$ cat src/rtl/fp_div_pkg.sv
// Shared types and constants for the single-precision iterative divider.
package fp_div_pkg;

    localparam int          ITER_COUNT_DEF = 26;
    localparam int          EXP_BIAS       = 127;
    localparam logic [31:0] QNAN           = 32'h7FC0_0000;

    typedef enum logic [1:0] {IDLE, ITER, ROUND, DONE} state_e;

    typedef enum logic [1:0] {ZERO, NORMAL, INF, NAN} cls_e;

endpackage

$ cat src/rtl/fp_div_classify.sv
// Combinational operand unpack: class, sign, exponent and 24-bit mantissa.
// Denormals flush to signed zero; non-normal classes report a zero mantissa.
module fp_div_classify
    import fp_div_pkg::*;
(
    input  logic [31:0] op,
    output logic        sign,
    output logic [7:0]  exp,
    output logic [23:0] mant,
    output cls_e        cls
);

    always_comb begin
        sign = op[31];
        exp  = op[30:23];
        mant = {1'b1, op[22:0]};
        cls  = NORMAL;
        if (op[30:23] == 8'hFF) begin
            cls  = (op[22:0] != 23'd0) ? NAN : INF;
            mant = '0;
        end else if (op[30:23] == 8'h00) begin
            cls  = ZERO;
            exp  = '0;
            mant = '0;
        end
    end

endmodule

$ cat src/rtl/fp_div.sv
// IEEE-754 single divider: restoring radix-2, one quotient bit per enabled cycle.
// Latency ITER_COUNT+2 enabled cycles from accept; result held in DONE until out_ready.
module fp_div
    import fp_div_pkg::*;
#(
    parameter int ITER_COUNT = ITER_COUNT_DEF
) (
    input  logic        clk,
    input  logic        aclr_n,
    input  logic        ena,
    input  logic        in_valid,
    output logic        in_ready,
    input  logic [31:0] ay,
    input  logic [31:0] az,
    output logic        out_valid,
    input  logic        out_ready,
    output logic [31:0] result,
    output logic        div_by_zero
);

    localparam int CW     = $clog2(ITER_COUNT + 1);
    localparam int LSB    = ITER_COUNT - 24;
    localparam int GRD    = ITER_COUNT - 25;
    localparam int STK_HI = ITER_COUNT - 26;

    logic        a_sign, b_sign;
    logic [7:0]  a_exp, b_exp;
    logic [23:0] a_mant, b_mant;
    cls_e        a_cls, b_cls;

    fp_div_classify u_cls_a (.op(ay), .sign(a_sign), .exp(a_exp), .mant(a_mant), .cls(a_cls));
    fp_div_classify u_cls_b (.op(az), .sign(b_sign), .exp(b_exp), .mant(b_mant), .cls(b_cls));

    state_e                  state_q, state_d;
    logic [CW-1:0]           cnt_q, cnt_d;
    logic                    sign_q, sign_d;
    cls_e                    cls_a_q, cls_a_d, cls_b_q, cls_b_d;
    logic signed [9:0]       exp_q, exp_d;
    logic [24:0]             rem_q, rem_d;
    logic [23:0]             div_q, div_d;
    logic [ITER_COUNT-1:0]   quo_q, quo_d;
    logic [31:0]             result_q, result_d;
    logic                    dbz_q, dbz_d;

    logic                    pre_shift, rnd_up, sticky;
    logic [24:0]             mant_sum;
    logic [23:0]             mant_rnd;
    logic [31:0]             fin_res;

    always_comb begin
        pre_shift = a_mant < b_mant;
        sticky    = (|quo_q[STK_HI:0]) | (|rem_q);
        rnd_up    = quo_q[GRD] & (sticky | quo_q[LSB]);
        mant_sum  = {1'b0, quo_q[ITER_COUNT-1 -: 24]} + {24'd0, rnd_up};
        mant_rnd  = mant_sum[24] ? mant_sum[24:1] : mant_sum[23:0];
        // Exponent range checks run on the already-rounded exponent.
        if (exp_q >= 10'sd255)
            fin_res = {sign_q, 8'hFF, 23'd0};
        else if (exp_q <= 10'sd0)
            fin_res = {sign_q, 31'd0};
        else
            fin_res = {sign_q, exp_q[7:0], quo_q[ITER_COUNT-2 -: 23]};
    end

    always_comb begin
        state_d  = state_q;
        cnt_d    = cnt_q;
        sign_d   = sign_q;
        cls_a_d  = cls_a_q;
        cls_b_d  = cls_b_q;
        exp_d    = exp_q;
        rem_d    = rem_q;
        div_d    = div_q;
        quo_d    = quo_q;
        result_d = result_q;
        dbz_d    = dbz_q;
        if (ena) begin
            case (state_q)
                IDLE: if (in_valid) begin
                    state_d = ITER;
                    cnt_d   = '0;
                    sign_d  = a_sign ^ b_sign;
                    cls_a_d = a_cls;
                    cls_b_d = b_cls;
                    // Pre-shift keeps the quotient in [1,2) so its MSB is the hidden bit.
                    rem_d   = pre_shift ? {a_mant, 1'b0} : {1'b0, a_mant};
                    div_d   = b_mant;
                    exp_d   = 10'(a_exp) - 10'(b_exp) + 10'(EXP_BIAS) - {9'd0, pre_shift};
                    quo_d   = '0;
                end
                ITER: begin
                    if (rem_q >= {1'b0, div_q}) begin
                        rem_d = (rem_q - {1'b0, div_q}) << 1;
                        quo_d = {quo_q[ITER_COUNT-2:0], 1'b1};
                    end else begin
                        rem_d = rem_q << 1;
                        quo_d = {quo_q[ITER_COUNT-2:0], 1'b0};
                    end
                    cnt_d = cnt_q + 1'b1;
                    if (cnt_q == CW'(ITER_COUNT - 1)) begin
                        state_d = ROUND;
                        cnt_d   = '0;
                    end
                end
                ROUND: begin
                    // Phase 0 rounds in place; phase 1 packs and resolves specials.
                    if (cnt_q == '0) begin
                        quo_d[ITER_COUNT-1 -: 24] = mant_rnd;
                        exp_d = exp_q + {9'd0, mant_sum[24]};
                        cnt_d = cnt_q + 1'b1;
                    end else begin
                        state_d = DONE;
                        cnt_d   = '0;
                        dbz_d   = 1'b0;
                        if (cls_a_q == NAN || cls_b_q == NAN ||
                            (cls_a_q == ZERO && cls_b_q == ZERO) ||
                            (cls_a_q == INF && cls_b_q == INF))
                            result_d = QNAN;
                        else if (cls_a_q == INF)
                            result_d = {sign_q, 8'hFF, 23'd0};
                        else if (cls_b_q == ZERO) begin
                            result_d = {sign_q, 8'hFF, 23'd0};
                            dbz_d    = 1'b1;
                        end else if (cls_a_q == ZERO || cls_b_q == INF)
                            result_d = {sign_q, 31'd0};
                        else
                            result_d = fin_res;
                    end
                end
                DONE: if (out_ready) state_d = IDLE;
                default: state_d = IDLE;
            endcase
        end
    end

    always_ff @(posedge clk or negedge aclr_n) begin
        if (!aclr_n) begin
            state_q  <= IDLE;
            cnt_q    <= '0;
            sign_q   <= 1'b0;
            cls_a_q  <= ZERO;
            cls_b_q  <= ZERO;
            exp_q    <= '0;
            rem_q    <= '0;
            div_q    <= '0;
            quo_q    <= '0;
            result_q <= '0;
            dbz_q    <= 1'b0;
        end else begin
            state_q  <= state_d;
            cnt_q    <= cnt_d;
            sign_q   <= sign_d;
            cls_a_q  <= cls_a_d;
            cls_b_q  <= cls_b_d;
            exp_q    <= exp_d;
            rem_q    <= rem_d;
            div_q    <= div_d;
            quo_q    <= quo_d;
            result_q <= result_d;
            dbz_q    <= dbz_d;
        end
    end

    assign in_ready    = (state_q == IDLE);
    assign out_valid   = (state_q == DONE);
    assign result      = result_q;
    assign div_by_zero = dbz_q;

endmodule

$ cat config.mk
export PLATFORM = sky130hd
export DESIGN_NAME = fp_div
export DESIGN_NICKNAME = d
export VERILOG_FILES = /design/src/rtl/fp_div_pkg.sv /design/src/rtl/fp_div_classify.sv /design/src/rtl/fp_div.sv
export SDC_FILE = /design/constraint.sdc
export NUM_CORES = 1
export LEC_CHECK = 0
export BUFFER_PORTS_ARGS = -buffer_cell sky130_fd_sc_hd__buf_2
export CAP_MARGIN = 25
export CORE_UTILIZATION = 60
export DETAILED_ROUTE_END_ITERATION = 7
export GPL_ROUTABILITY_DRIVEN = 0
export PLACE_DENSITY = 0.81
export SKIP_LAST_GASP = 1
export SLEW_MARGIN = 20
export SYNTH_ARGS = -nofsm -noshare
export SYNTH_HDL_FRONTEND = slang
export SYNTH_SLANG_ARGS = --single-unit
export TNS_END_PERCENT = 5
$ cat constraint.sdc
create_clock -name clk -period 7.93 [get_ports clk]
set_input_delay 1.586 -clock clk [delete_from_list [all_inputs] [get_ports clk]]
set_output_delay 1.586 -clock clk [all_outputs]
set_load 0.02 [all_outputs]
==> impl_metrics.csv <==
group,metric,value,unit
floorplanning,die_width,129.2,um
timing,rsz0062_at_grt,"false",
global_route,grt_overflow,0,
layout,num_antenna_cells,0,
power_and_ir_drop,peakVddDrop,0.0002959,V
power_and_ir_drop,p_int,2.236,mW
synth,synth-edff-count,0,
floorplanning,initial_core_util,61.34,%
timing,fin_skew,8.990,ps
synth,yosysWarnings,0,
worst_setup_path,ff2ff_path_depth,8,
floorplanning,die-area,0.01670,mm^2
synth,syn-instance-count,1169,
worst_setup_path,timing.rr.start,"state_q[0]",
drt,final_antenna_net_count,0,
timing,setup_viol,0,
timing,hold_viol,0,
worst_setup_path,timing.critical_path.buf_inv,3,
hold_path,holdCritPathClass,"reg2reg",
layout,final_nets,1380,
clocking,clk_pin_slew,60,ps
floorplanning,die_h,129.2,um
worst_setup_path,start_kind,"primary input",
timing,drv_slew,0,
synth,synthTopCellsByArea,"dfrtp_1 34%, ha_1 9.4%, nand2_1 5.6%",
synth,synthTopCellsByCount,"144 x nand2_1, 130 x dfrtp_1, 105 x o21ai_0",
timing,period_needed,6155,ps
power_and_ir_drop,power_frac_comb,54.9,%
worst_setup_path,crit_top_cell,"ha_1",
clocking,tritoncts,"yes",
global_route,grt_pass1_vias,8671,
worst_setup_path,crit_fanout,23,
worst_setup_path,required,8270,ps
power_and_ir_drop,swShare,46.07,%
placed_design,dpl.hpwl,19860,um
placed_design,place_area,0.01030,mm^2
synth,yosys.area.top_type_share,33.51,%
power_and_ir_drop,p_seq_share,25.9,%
synth,synth_cell_types,69,
global_route,grtUsageTotal,33.90,%
drt,vias,9400,
power_and_ir_drop,switching_power,1.909,mW
hold_path,hold_depth,2,
worst_setup_path,crit_arrival,6490,ps
synth,yosysTopAreaCell,"dfrtp_1",
synth,ys_async_sr_fraction,100.0,%
clocking,clk_path_buf_depth,2,
drt,avgViaCountPerCell,6.421,
worst_setup_path,cpPeakStageDelay,470,ps
layout,stdcell_area,0.01092,mm^2
synth,synth_nets,1314,
clocking,cts_setup_buffers,0,
timing,max_freq,162.5,MHz
synth,synth-main-ff-cell,"dfrtp_1",
job,maxCapViolations,0,
floorplanning,io_pins,104,
timing,worst_pin_slew,953.1,ps
drt,route.detailed.drc,0,
timing,post-route-period-util,77.61,%
timing,slew_headroom,35.45,%
floorplanning,core_area,0.01583,mm^2
run_status,outcome,"finished, final reports clean",
layout,drive_above_1_share,13.62,%
layout,area_growth,12.50,%
clocking,h-tree-depth,4,
worst_setup_path,crit_start,"ay[24]",
clocking,cts_made_buffers,17,
worst_setup_path,cpLargestDelayFamily,"compound AO/OA/AOI/OAI gates",
drt,wl,27270,um
global_route,antenna_found_initial,0,
clocking,cts.hold.buffers_added,0,
drt,drtPass1Iterations,5,
worst_setup_path,path_cells,"buf_2, nor4_1, nand2_1, and3_1, ha_1, a21o_1, a21oi_1, a211o_1, a41oi_1, o311a_1, nor2_8, inv_1, ha_1, ha_1, inv_1, fa_1, nor2b_1, o21ai_0, a21boi_0, o21ai_0, nand2b_1, a211oi_1, nand2_1, o211ai_1",
power_and_ir_drop,p_leak,5.312,nW
floorplanning,rows,46,
timing,setup-tns-final,0,ps
global_route,grt_pass1_wl,44050,um
clocking,cts-root-buf,"clkbuf_16",
synth,ys_seq_area_share,33.51,%
global_route,grt_start_max_net_pins,77,
drt,drt-wirelength-per-cell,18.63,um
synth,syn_avg_cell_area,8.306,um^2
synth,synth_area,0.009709,mm^2
power_and_ir_drop,p_clk_share,19.2,%
worst_setup_path,cp_slowest_cell,"nand2_1",
worst_setup_path,cp-endpoint,"exp_q[9]",
worst_setup_path,critPathKind,"in2reg",
clocking,clk_latency,420,ps
worst_setup_path,r2r_setup_slack,4090,ps
clocking,ctsResizeCount,0,
synth,yosysMostFrequentCell,"nand2_1",
worst_setup_path,r2r_end,"result[26]",
synth,synth_seq_cells,130,
worst_setup_path,endpoint_kind,"flop",
power_and_ir_drop,power_density,379.5,mW/mm^2
placed_design,numPortBuffers,103,
clocking,clock-sinks,130,
worst_setup_path,worst-path-stages,24,
drt,initialDrtViolationCount,976,
## cells by family after synthesis
family                     synth area share, %
AOI/OAI and AO/OA                        23.60
buffers and inverters                    5.451
adders and majority gates                10.03
muxes                                    3.544
DFF                                      33.51
and+or+nand+nor                          20.36
xor gates and xnor gates                 3.518
## layout make-up
class / count / area, um^2
Multi-Input combinational cell: 905 / 5941
Fill cell: 1297 / 4905
Sequential cell: 130 / 3253
Timing Repair Buffer: 112 / 601.8
Clock buffer: 22 / 474.2
Tap cell: 216 / 270.3
Inverter: 69 / 259.0
Clock inverter: 10 / 123.9
## power by group through the flow
stage,clock (mW),combinational [mW],sequential (mW)
after global routing,0.836,2.51,1.10
after CTS,0.800,2.23,1.06
after floorplan,0,1.70,1.03
after global placement,0,2.15,1.06
after detailed placement,0,2.20,1.07
final,0.796,2.28,1.07
## worst min-delay path by stage
stage                      from           to  slack, ps
floorplan             div_q[10]    div_q[10]        450
global placement    div_by_zero  div_by_zero        450
detailed placement    div_q[14]    div_q[14]        470
CTS                    div_q[7]     div_q[7]        480
global route          div_q[11]    div_q[11]        500
finish                div_q[10]    div_q[10]        480
## registers in the layout (all words and copies together) (netlist names), 2 cells and up
| signal | count |
|---|---|
| exp_q | 10 |
| rem_q | 25 |
| state_q | 2 |
| cls_a_q | 2 |
| result | 32 |
| cls_b_q | 2 |
| cnt_q | 5 |
| quo_q | 26 |
| div_q | 24 |
## routing by layer
layer	routed length, um	global-route usage [%]	up-vias
met4	908	14.33	0
met5	0	0	-
li1	-	-	4403
met3	1989	5.367	59
met2	12980	55.66	463
met1	11400	44.50	4475
## worst register-to-register path: cells and delay by family, from the launching register on
kind,cells,cell delay (ps)
simple gates,3,1850
fa+ha+maj,1,640
buf+inv,2,450
flops,1,420
compound gates,2,370
## cell usage in the layout (no fill, tap or decap), drive strengths merged, types with 4 or more instances in the layout
| cell | n |
|---|---|
| a21bo | 4 |
| buf | 112 |
| a21oi | 78 |
| o31ai | 4 |
| or2 | 8 |
| a21o | 28 |
| nand2 | 144 |
| ha | 73 |
| nor2 | 63 |
| a31oi | 15 |
| nor4 | 28 |
| and4 | 4 |
| and3 | 38 |
| nand3 | 41 |
| mux2i | 31 |
| o221ai | 17 |
| clkbuf | 22 |
| o21a | 10 |
| xor2 | 15 |
| o22ai | 8 |
| xnor2 | 24 |
| a41oi | 6 |
| nand4 | 16 |
| a311oi | 4 |
| a22o | 24 |
| dfrtp | 130 |
| a22oi | 14 |
| o21ai | 108 |
| nor3 | 24 |
| or3 | 7 |
| nor2b | 9 |
| inv | 72 |
| o211ai | 11 |
| nand2b | 8 |
## stage by stage
step | total power [mW] | util, % | std cells | setup WS, ps | hold slack (ps)
floorplan | 2.730 | - | 1169 | 2121 | 449.8
global placement | 3.217 | 65.03 | 1430 | 1576 | 448.0
detailed placement | 3.274 | 65.08 | 1431 | 1421 | 470.1
CTS | 4.096 | 68.85 | 1463 | 1861 | 484.4
global route | 4.446 | 69.01 | 1464 | 1371 | 500.9
finish | 4.145 | 69.01 | 1464 | 1775 | 479.9
(Power assumes the default switching activity.)
